<file path="src/rtl/npc_unit.sv">
// npc_unit: next-PC generator for the MIPS fetch stage.
// Owns the fetch PC register and selects the next PC from the sequential,
// branch, jump, register-jump, return and ERET paths. Exceptions override
// everything. A small return-address stack tracks JAL history and checks
// each jr $ra target against it. The check is advisory only: the stack
// never redirects fetch.
module npc_unit #(
    parameter int                 WIDTH      = 32,
    parameter logic [WIDTH-1:0]   RESET_PC   = 32'h0000_3000,
    parameter logic [WIDTH-1:0]   EXC_VECTOR = 32'h0000_4180,
    parameter int                 RAS_DEPTH  = 4
) (
    input  logic             clk,
    input  logic             rst_n,
    input  logic             stall,
    input  logic [2:0]       op,
    input  logic             take,
    input  logic [WIDTH-1:0] pc4,
    input  logic [25:0]      imm,
    input  logic [WIDTH-1:0] target_reg,
    input  logic [WIDTH-1:0] epc,
    input  logic             exc_req,
    output logic [WIDTH-1:0] pc,
    output logic [WIDTH-1:0] npc,
    output logic             ras_empty,
    output logic             ras_full,
    output logic             ras_mismatch,
    output logic             ras_overflow
);

    localparam int PTR_W = $clog2(RAS_DEPTH);
    localparam int CNT_W = PTR_W + 1;

    localparam logic [2:0] OP_SEQ  = 3'd0;
    localparam logic [2:0] OP_BR   = 3'd1;
    localparam logic [2:0] OP_J    = 3'd2;
    localparam logic [2:0] OP_JAL  = 3'd3;
    localparam logic [2:0] OP_JR   = 3'd4;
    localparam logic [2:0] OP_RET  = 3'd5;
    localparam logic [2:0] OP_ERET = 3'd6;

    localparam logic [WIDTH-1:0] FOUR       = WIDTH'(4);
    localparam logic [CNT_W-1:0] CNT_FULL   = CNT_W'(RAS_DEPTH);
    localparam logic [PTR_W-1:0] PTR_ONE    = PTR_W'(1);
    localparam logic [CNT_W-1:0] CNT_ONE    = CNT_W'(1);

    // Branch target: base plus the sign-extended word offset, modulo 2^WIDTH.
    function automatic logic [WIDTH-1:0] br_target(input logic [WIDTH-1:0] base,
                                                   input logic [15:0]      off);
        logic signed [WIDTH-1:0] soff;
        soff = {{(WIDTH-16){off[15]}}, off};
        soff = soff <<< 2;
        return base + $unsigned(soff);
    endfunction

    // Jump target: keep the upper region bits of the delay-slot PC.
    function automatic logic [WIDTH-1:0] j_target(input logic [WIDTH-1:0] base,
                                                  input logic [25:0]      index);
        return {base[WIDTH-1:28], index, 2'b00};
    endfunction

    logic [WIDTH-1:0] pc_seq;
    logic [WIDTH-1:0] ras_mem [RAS_DEPTH];
    logic [PTR_W-1:0] ras_ptr;      // next free slot; top entry sits just below
    logic [CNT_W-1:0] ras_cnt;
    logic [WIDTH-1:0] ras_top;
    logic             ras_upd;
    logic             ras_push;
    logic             ras_pop;

    assign pc_seq    = pc + FOUR;
    assign ras_top   = ras_mem[ras_ptr - PTR_ONE];
    assign ras_empty = (ras_cnt == '0);
    assign ras_full  = (ras_cnt == CNT_FULL);

    // The stack only moves on cycles that actually retire a control transfer.
    assign ras_upd   = !stall && !exc_req;
    assign ras_push  = ras_upd && (op == OP_JAL);
    assign ras_pop   = ras_upd && (op == OP_RET);

    // Next-PC select; exception has the highest priority, reserved op acts as SEQ.
    always_comb begin
        npc = pc_seq;
        if (exc_req) begin
            npc = EXC_VECTOR;
        end else begin
            case (op)
                OP_SEQ:         npc = pc_seq;
                OP_BR:          npc = take ? br_target(pc4, imm[15:0]) : pc_seq;
                OP_J, OP_JAL:   npc = j_target(pc4, imm);
                OP_JR, OP_RET:  npc = target_reg;
                OP_ERET:        npc = epc;
                default:        npc = pc_seq;
            endcase
        end
    end

    // Fetch PC register: exception redirect wins even over a stall.
    always_ff @(posedge clk) begin
        if (!rst_n) begin
            pc <= RESET_PC;
        end else if (exc_req) begin
            pc <= EXC_VECTOR;
        end else if (!stall) begin
            pc <= npc;
        end
    end

    // Stack storage: data only, no reset needed since count gates every read.
    always_ff @(posedge clk) begin
        if (ras_push) begin
            ras_mem[ras_ptr] <= pc4 + FOUR;
        end
    end

    // Stack control: pointer, occupancy, mismatch pulse and sticky overflow.
    always_ff @(posedge clk) begin
        if (!rst_n) begin
            ras_ptr      <= '0;
            ras_cnt      <= '0;
            ras_mismatch <= 1'b0;
            ras_overflow <= 1'b0;
        end else begin
            ras_mismatch <= 1'b0;
            if (ras_push) begin
                // When full, the next free slot is the oldest entry, so the
                // write overwrites it and the occupancy stays saturated.
                ras_ptr <= ras_ptr + PTR_ONE;
                if (ras_full) begin
                    ras_overflow <= 1'b1;
                end else begin
                    ras_cnt <= ras_cnt + CNT_ONE;
                end
            end else if (ras_pop) begin
                if (ras_empty) begin
                    ras_mismatch <= 1'b1;
                end else begin
                    ras_mismatch <= (ras_top != target_reg);
                    ras_ptr      <= ras_ptr - PTR_ONE;
                    ras_cnt      <= ras_cnt - CNT_ONE;
                end
            end
        end
    end

endmodule

</file>
<file path="config.mk">
export PLATFORM = sky130hd
export DESIGN_NAME = npc_unit
export DESIGN_NICKNAME = d
export VERILOG_FILES = /design/src/rtl/npc_unit.sv
export SDC_FILE = /design/constraint.sdc
export NUM_CORES = 1
export LEC_CHECK = 0
export ABC_AREA = 1
export CORE_MARGIN = 3
export CORE_UTILIZATION = 55
export DETAILED_ROUTE_END_ITERATION = 8
export PLACE_DENSITY = 0.92
export SLEW_MARGIN = 5
export SYNTH_ARGS = -nofsm -noshare
export SYNTH_HDL_FRONTEND = slang
export SYNTH_SLANG_ARGS = --single-unit
</file>
<file path="constraint.sdc">
create_clock -name clk -period 3.8 [get_ports clk]
set_input_delay 0.76 -clock clk [delete_from_list [all_inputs] [get_ports clk]]
set_output_delay 0.76 -clock clk [all_outputs]
set_load 0.05 [all_outputs]
</file>
==> results.toml <==
[global_route]
grt_pass1_wl_mm = 72.8
first_global_vias = 12900
antenna_found_initial = 0
grt_max_degree = 69
grt_usage = 0.400
grt_overflow = 0

[synthesis]
syn_inst = 1666
netlist.area_leader.share = 0.323
synth_edf_count = 128
yosysWarnings = 0
ys_seq_area_frac = 0.389
syn_area_sq_mm = 0.0119
synth_top_area_cell = "edfxtp_1"
synth_top_flop_cell = "edfxtp_1"
avgSynthCellArea_sq_um = 7.14
yosys-top-cells-area = "edfxtp_1 (32%), nand2_1 (18%), dfxtp_1 (6.6%)"
ys_async_sr_fraction = 0
ys_ff_latch = 167
syn-num-nets = 1833
synthDistinctLibCells = 51

[floorplan]
design.core.area_sq_mm = 0.0212
rows = 53
initial_core_util = 0.562
pin_count = 198
die_h_um = 153
dieArea_sq_mm = 0.0234
die_w_um = 153

[placement]
dp_hpwl_mm = 34.5
place_area_sq_mm = 0.0151
io_buffers = 197
gp_congestion = 1.02

[setup_path]
slowest_stage = "ha_4"
end_kind = "output port"
cp_max_fo = 4
r2r_slack_ns = 0.93
worstSetupPathDepth = 15
slowest_delay_ns = 0.32
ff2ff_path_depth = 12
critical_path_arrival_ns = 3.07
critical_path.most_common_cell = "nand2_1"
critPathTopFamily = "simple AND/OR/NAND/NOR gates"
worst_ep_required_time_ns = 3.04
worstPathCellList = "clkdlybuf4s15_1, ha_4, nand2_1, inv_1, nand2_1, inv_1, a21oi_1, nand2_2, xnor2_1, nand2_1, nand3_1, nand2_1, nand2_1, inv_1, buf_12"
r2r_start = "ras_ptr[1]$_SDFFE_PN0P_"
reg2reg_to = "ras_mismatch$_SDFF_PP0_"
worst-path-buf-inv = 5
crit_type = "input port to output port"
start_kind = "input port"

[clocking]
path_clk_slew_ns = 0.08
insertion_delay_ns = 0.46
cts-root-buf = "clkbuf_16"
cts_buffers = 17
htree_levels = 4
cts_tree = "done"
clockBufferDepth = 2
numClockSinks = 167

[routing]
wl_per_cell_um = 22.0
dr.first_iter.drc_count = 1931
vias = 13700
vias_per_cell = 6.14
dr.pass1.iters = 6
drc_errors = 0
wl_mm = 49.1
detail-route-antenna-nets = 0

[power_and_ir_drop]
p_total_w = 0.00548
leakage_nw = 7.28
power_density_mw_per_mm2 = 337
vdd_ir_drop_max_v = 0.000334

[job]
cap_violations = 0

[layout]
utilization = 0.770
area_delta_synth_final_pct = 36.9
final_common_cell = "nand2_1"
seq_area_sq_mm = 0.00463
most-common-layout-cells = "nand2_1 (561), inv_1 (192), nand3_1 (132)"
fillers = 1378
multi_input_area_sq_mm = 0.00673
final_nets = 2115
n_antenna_cell = 0
final_layout_size_suffix_gt1_frac = 0.172
design_area_sq_mm = 0.0163

[sta]
fin_ws_ns = -0.0307
fin_skew_ns = 0.00934
finalMaxSlewViolations = 0
period_minus_slack_ns = 3.83
timing.fmax_mhz = 261
timing.final.crit_share = 1.01
setup_violations = 2
worst_pin_slew_ns = 0.736
relSlewSlack = 0.509
hold_violations = 0
finalSetupTns_ns = -0.0455

[worst_hold_path]
hold_path_end = "ras_ptr[1]$_SDFFE_PN0P_"
hp-class = "flip-flop to flip-flop"
worstHoldPathCells = 2
hp-start = "ras_ptr[1]$_SDFFE_PN0P_"

[status]
violations = "negative setup slack"
status = "finished with violations"
registers in the layout, indices dropped and copies added (netlist names):
name / cells
ras_ptr: 2
ras_mismatch: 1
pc: 32
ras_cnt: 3
ras_overflow: 1
ras_mem: 128
Yosys cell counts, drive strengths merged, types with 3 or more instances:
cell	n
o21bai	5
nor2	132
nand4	21
a221oi	20
a21boi	5
buf	29
o221ai	5
edfxtp	128
or2	6
o21ai	62
o211ai	5
xor2	38
nor3	28
and2	4
clkbuf	24
inv	212
a211oi	6
a21oi	90
a22o	4
xnor2	16
nor3b	3
nand2	583
dfxtp	39
ha	35
o22ai	8
nand3	144
report_power, final:
group | internal, W | total [W] | switching [W]
logic | 0.000621 | 0.00156 | 0.000939
registers | 0.00198 | 0.00201 | 0.0000291
clock network | 0.000975 | 0.00191 | 0.000935
cell families (layout without fill, tap and decap cells):
logic type / count (synthesis) / after routing / synth area share
adder cells (fa/ha/maj): 37 / 37 / 0.0402
XOR/XNOR: 54 / 54 / 0.0398
AO/OA/AOI/OAI: 216 / 216 / 0.108
buffers and inverters: 267 / 562 / 0.0886
AND/OR/NAND/NOR: 925 / 925 / 0.334
flip-flops: 167 / 167 / 0.389
layout make-up:
cell class	count	area share
well taps	275	0.0211
inverters	214	0.0493
clock buffers	17	0.0261
multi-input cells	1232	0.414
repair buffers	316	0.193
flip-flops and latches	167	0.284
clock inverters	15	0.0132
how the worst max path moves through the flow:
stage	startpoint	endpoint
floorplan	pc4[7]	npc[13]
global placement	imm[11]	npc[22]
detailed placement	pc4[2]	npc[22]
CTS	imm[15]	npc[28]
global route	pc4[12]	npc[23]
finish	pc4[12]	npc[15]
layer usage:
metal	share of wire	routed length, um	track usage
met5	0	0	0
met4	0.068	3360	0.204
met3	0.13	6370	0.101
met2	0.44	21700	0.627
met1	0.36	17700	0.514
per-stage QoR:
| stage | hold WS, ns | setup WS [ns] | cells |
|---|---|---|---|
| global route | 0.545 | -0.121 | 2236 |
| global placement | 0.481 | -0.150 | 2202 |
| finish | 0.534 | -0.0307 | 2236 |
| detailed placement | 0.507 | -0.178 | 2202 |
| floorplan | 0.465 | 0.454 | 1666 |
| CTS | 0.518 | -0.0348 | 2235 |
what timing repair did:
item | in CTS | in global routing
resized for setup | 62 | 63
setup endpoints to repair | 19 | 24
hold buffers | 0 | 0
cloned | 0 | 1
pin swaps | 6 | 4
setup buffers | 1 | 0
tightest hold or removal path: stages (launching register included):
cell	delay, ns
dfxtp_1	0.35
nand2_1	0.08
a21oi_1	0.06
No activity file was read; power rests on OpenSTA's default activity.
==> patch 1 (config.mk and constraints unchanged) <==
Register the output `ras_overflow` once more, cleared by the reset; this adds one clock of latency there. The other outputs are not delayed to match.
--- a/src/rtl/npc_unit.sv
+++ b/src/rtl/npc_unit.sv
@@ -45,2 +45,4 @@
     localparam logic [CNT_W-1:0] CNT_ONE    = CNT_W'(1);
+
+    logic ras_overflow_s0;
 
@@ -121,3 +123,3 @@
             ras_mismatch <= 1'b0;
-            ras_overflow <= 1'b0;
+            ras_overflow_s0 <= 1'b0;
         end else begin
@@ -129,3 +131,3 @@
                 if (ras_full) begin
-                    ras_overflow <= 1'b1;
+                    ras_overflow_s0 <= 1'b1;
                 end else begin
@@ -145,2 +147,10 @@
 
+    always_ff @(posedge clk) begin
+        if (!rst_n) begin
+            ras_overflow <= '0;
+        end else begin
+            ras_overflow <= ras_overflow_s0;
+        end
+    end
+
 endmodule
Formal check against the unedited RTL: no difference found for any inputs over 4 cycles, from zero or initial values and one cycle with rst_n low; that may be too few to reach the edited logic, so the function may still have changed.
==> patch 1 against the original RTL <==
  * Total power increased by 0.15%
  * Sequential cell count is 1 higher
  * Area after synthesis up 0.76%
  * Clock power shrank 4%
  * Design area up 1.3%
  * Worst setup slack improved by 0.098 ns
  * Routed wire length fell by 5.1%
  * Critical path depth down 1
  * Maximum frequency rose by 2.6%
==> patch 1: results <==
outcome:
  outcome: "completed"
global_routing:
  antenna_found_initial: 0
  grt_max_degree: 68
  grtUsageTotal_pct: 37.9
  grt_pass1_wl_um: 69600
  grt_pass1_vias: 12493
route:
  drtIter0Drc: 1842
  drt_first_pass_iters: 8
  routed_wl_um: 46600
  via_count: 13253
setup_path:
  r2r_start: "ras_ptr[1]"
  cp.arrival_ns: 2.97
  critical_path.max_stage_delay_ns: 0.47
  critPathSlowestCell: "clkdlybuf4s50_1"
  crit_family: "buffers and inverters"
  worst-path-max-fanout: 9
  startpoint: "op[1]"
synthesis:
  synth.area.top_cells: "edfxtp_1 32%, nand2_1 17%, dfxtp_1 6.7%"
  yosysWarnings: 0
  synth_ff_type: "edfxtp_1"
  netlist_top_cells_count: "553 x nand2_1, 201 x inv_1, 133 x nand3_1"
  syn_area_per_cell_um2: 7.25
  ys_types: 56
  ys_seq_area_share_pct: 38.8
  synth_edf_count: 128
  synthArstFlopShare_pct: 0
  syn_nets: 1820
final_layout:
  fillers: 1443
  reg_top3: "ras_mem (128), pc (32), ras_cnt (3)"
  antennaDiodeCount: 0
  fin_nets: 2103
  drive_gt1_share_pct: 17.1
sta:
  fin_skew_ns: 0.00675
  worstMarginPinSlew_ns: 0.766
  tns_ns: 0
clock_network:
  clkTransAtPathRegs_ns: 0.08
  htree_levels: 4
  cts_buffer_depth: 2
  cts_buffers: 17
  clk_latency_ns: 0.44
  cts_root_buffer: "clkbuf_16"
place:
  dp_slack_ns: -0.141
  place_hpwl_um: 34800
  place_congestion: 1.03
  portBuffers: 197
power:
  leakage_nw: 7.42
  ir_drop_mv: 0.363
job:
  cap_violations: 0
hold_path:
  hold_class: "flop to flop"
  hp-start: "ras_overflow_s0"
patch 1: changes by cell type in the layout (fill, tap and decap cells not counted), moves of 9 or more:
cell            unedited run  this run
buf_12                    23        32
dlygate4sd2_1             12         3
a221oi_1                  15         6
nand3_1                  132       122
o21ai_0                   52        62
buf_4                    126       116
dlymetal6s2s_1            25        39
nand2_1                  561       537
patch 1: final timing paths:
kind,to,slack (ns),cells past startpoint
max reg2reg,ras_mismatch,1.09,13
min reg2reg,ras_overflow,0.45,2
max,npc[26],0.07,14
min,ras_overflow,0.45,2
patch 1: worst min-delay path: cells and delay by family, from the launching register on:
| kind | cells | cell delay [ns] |
|---|---|---|
| buffers and inverters | 1 | 0.04 |
| AND/OR/NAND/NOR | 1 | 0.07 |
| flip-flops | 1 | 0.31 |
patch 1: repair_timing:
item | in CTS | in global routing
cloned | 0 | 1
pin swaps | 3 | 5
endpoints found under the setup margin | 20 | 25
gates resized for setup | 28 | 104
setup buffers | 0 | 2
patch 1: power by group:
part / leakage [nW] / switching (mW) / internal [mW]
Combinational: 5.64 / 0.964 / 0.656
Clock: 0.303 / 0.932 / 0.913
Sequential: 1.48 / 0.0303 / 2.00
Total: 7.42 / 1.93 / 3.56
patch 1: area by class of cell:
type | count | area share, %
tap | 275 | 2.09
sequential | 168 | 28.2
multi-input combinational | 1221 | 41.2
inverter | 214 | 4.89
clock inverter | 15 | 1.24
clock buffer | 17 | 2.58
timing repair buffer | 314 | 19.9
patch 1: stage by stage:
stage | cells | instance area (um^2)
6_report | 2224 | 16500
5_1_grt | 2224 | 16500
4_1_cts | 2221 | 16000
3_5_place_dp | 2189 | 15200
3_3_place_gp | 2189 | 15200
2_1_floorplan | 1653 | 12000
patch 1: per-layer routing:
layer,vias up,share of wire (%),track usage [%]
li1,6021,-,-
met1,6023,37,50.6
met2,1027,45,60.0
met3,182,12,7.54
met4,0,5.5,17.2
met5,-,0,0
patch 1: cell families (layout without fill, tap and decap cells):
family / after synthesis / after routing / share of synthesized area, %
simple gates: 900 / 900 / 32.3
buf+inv: 264 / 560 / 8.78
compound gates: 229 / 229 / 12.1
flops: 168 / 168 / 38.8
xor+xnor: 54 / 54 / 3.95
fa+ha+maj: 37 / 37 / 3.99
mux: 1 / 1 / 0.0835
==> patch 2 (same settings) <==
Without the edit above. Change the parameter `RAS_DEPTH` from 4 to 2.
--- a/src/rtl/npc_unit.sv
+++ b/src/rtl/npc_unit.sv
@@ -10,3 +10,3 @@
     parameter logic [WIDTH-1:0]   EXC_VECTOR = 32'h0000_4180,
-    parameter int                 RAS_DEPTH  = 4
+    parameter int                 RAS_DEPTH  = 2
 ) (
Behaviour: not the same (a bounded check fails within 4 cycles, from zero or initial values and one cycle with rst_n low).
==> patch 2 against the original RTL <==
  * The flow still finishes with violations (negative setup slack)
  * Clock power fell by 50%
  * Sequential cell count decreased by 66
  * Synthesized cell count fell by 14%
  * Global-route usage is 0.74 points lower
  * Total power down 34%
  * Sequential share of layout area decreased by 8.2 points
  * First-iteration DRC count fell by 28%
  * Routed wire length decreased by 20%
  * Worst setup slack worse by 0.032 ns
  * Area after synthesis decreased by 23%
  * Utilization up 5.2 points
  * Die area fell by 22%
  * Design area shrank 19%
  * Critical path type unchanged
==> patch 2: results <==
place:
  place_hpwl_um: 28800
  place_congestion: 1.08
clock_network:
  cts_buffers: 9
  clk_latency_ns: 0.37
global_routing:
  grt_max_degree: 52
  grt_pass1_wl_um: 55400
  grtUsageTotal_pct: 39.2
  grt_pass1_vias: 10566
sta:
  worstMarginPinSlew_ns: 0.917
  fin_skew_ns: 0.0122
  setup_viol: 8
  fin_ws_ns: -0.0627
  whs_ns: 0.494
  tns_ns: -0.235
synthesis:
  synth.area.top_cells: "edfxtp_1 21%, nand2_1 20%, inv_1 8.7%"
  ys_types: 50
  netlist_top_cells_count: "491 x nand2_1, 212 x inv_1, 106 x nor2_1"
  syn_nets: 1595
final_layout:
  reg_top3: "ras_mem (64), pc (32), ras_cnt (2)"
  fin_nets: 1880
  drive_gt1_share_pct: 16.0
outcome:
  violations: "negative setup slack"
  outcome: "complete, but fails checks"
power:
  leakage_nw: 6.30
  ir_drop_mv: 0.247
setup_path:
  startpoint: "imm[13]"
  crit_family: "buffers and inverters"
  reg2reg_depth: 8
  cp.arrival_ns: 3.10
  rrSetupSlack_ns: 1.21
route:
  drtIter0Drc: 1398
  via_count: 11636
hold_path:
  hp-start: "ras_overflow"
  whs_endpoint: "ras_overflow"
-- patch 2: cell types whose count changed after synthesis, moves of 12 or more --
cell	before	now
buf_2	23	11
inv_1	194	212
nor2_1	118	106
nand3_1	140	86
inv_2	18	2
nand2_1	573	491
edfxtp_1	128	64
-- patch 2: where the power goes --
| part | leakage (nW) | internal [mW] | switching, mW |
|---|---|---|---|
| clock network | 0.142 | 0.466 | 0.499 |
| logic | 5.28 | 0.603 | 0.858 |
| registers | 0.879 | 1.19 | 0.0266 |
| total | 6.30 | 2.25 | 1.38 |
-- patch 2: worst max path at each step --
stage	end	slack [ns]	depth (start not counted)
global route	npc[25]	-0.16	17
detailed placement	npc[16]	-0.23	16
finish	npc[25]	-0.06	17
floorplan	npc[12]	0.43	9
global placement	npc[27]	-0.27	15
CTS	npc[19]	-0.01	16
-- patch 2: through the flow --
stage	area, um^2	worst slack, ns
floorplan	9150	0.426
global placement	12200	-0.266
detailed placement	12200	-0.226
CTS	12700	-0.0121
global route	13200	-0.159
finish	13200	-0.0627
-- patch 2: final cells by class --
class	instances	area, um^2
flip-flops and latches	101	2660
diodes	1	2.50
multi-input cells	1078	6000
clock inverters	6	57.6
clock buffers	10	229
inverters	215	813
fillers	1011	2870
repair buffers	313	3150
well taps	216	270
-- patch 2: routing by layer --
layer	up-vias	share of wire (%)	track usage, %
li1	5234	-	-
met1	5189	35	49.2
met2	961	45	63.6
met3	250	13	8.53
met4	2	7.3	20.4
met5	-	0.018	0
-- patch 2: logic make-up after synthesis --
logic type	share of synthesized area, %
AND/OR/NAND/NOR	36.0
buffers and inverters	10.6
AO/OA/AOI/OAI	13.5
flip-flops	29.1
XOR/XNOR	5.94
adder cells (fa/ha/maj)	4.46
multiplexers	0.438
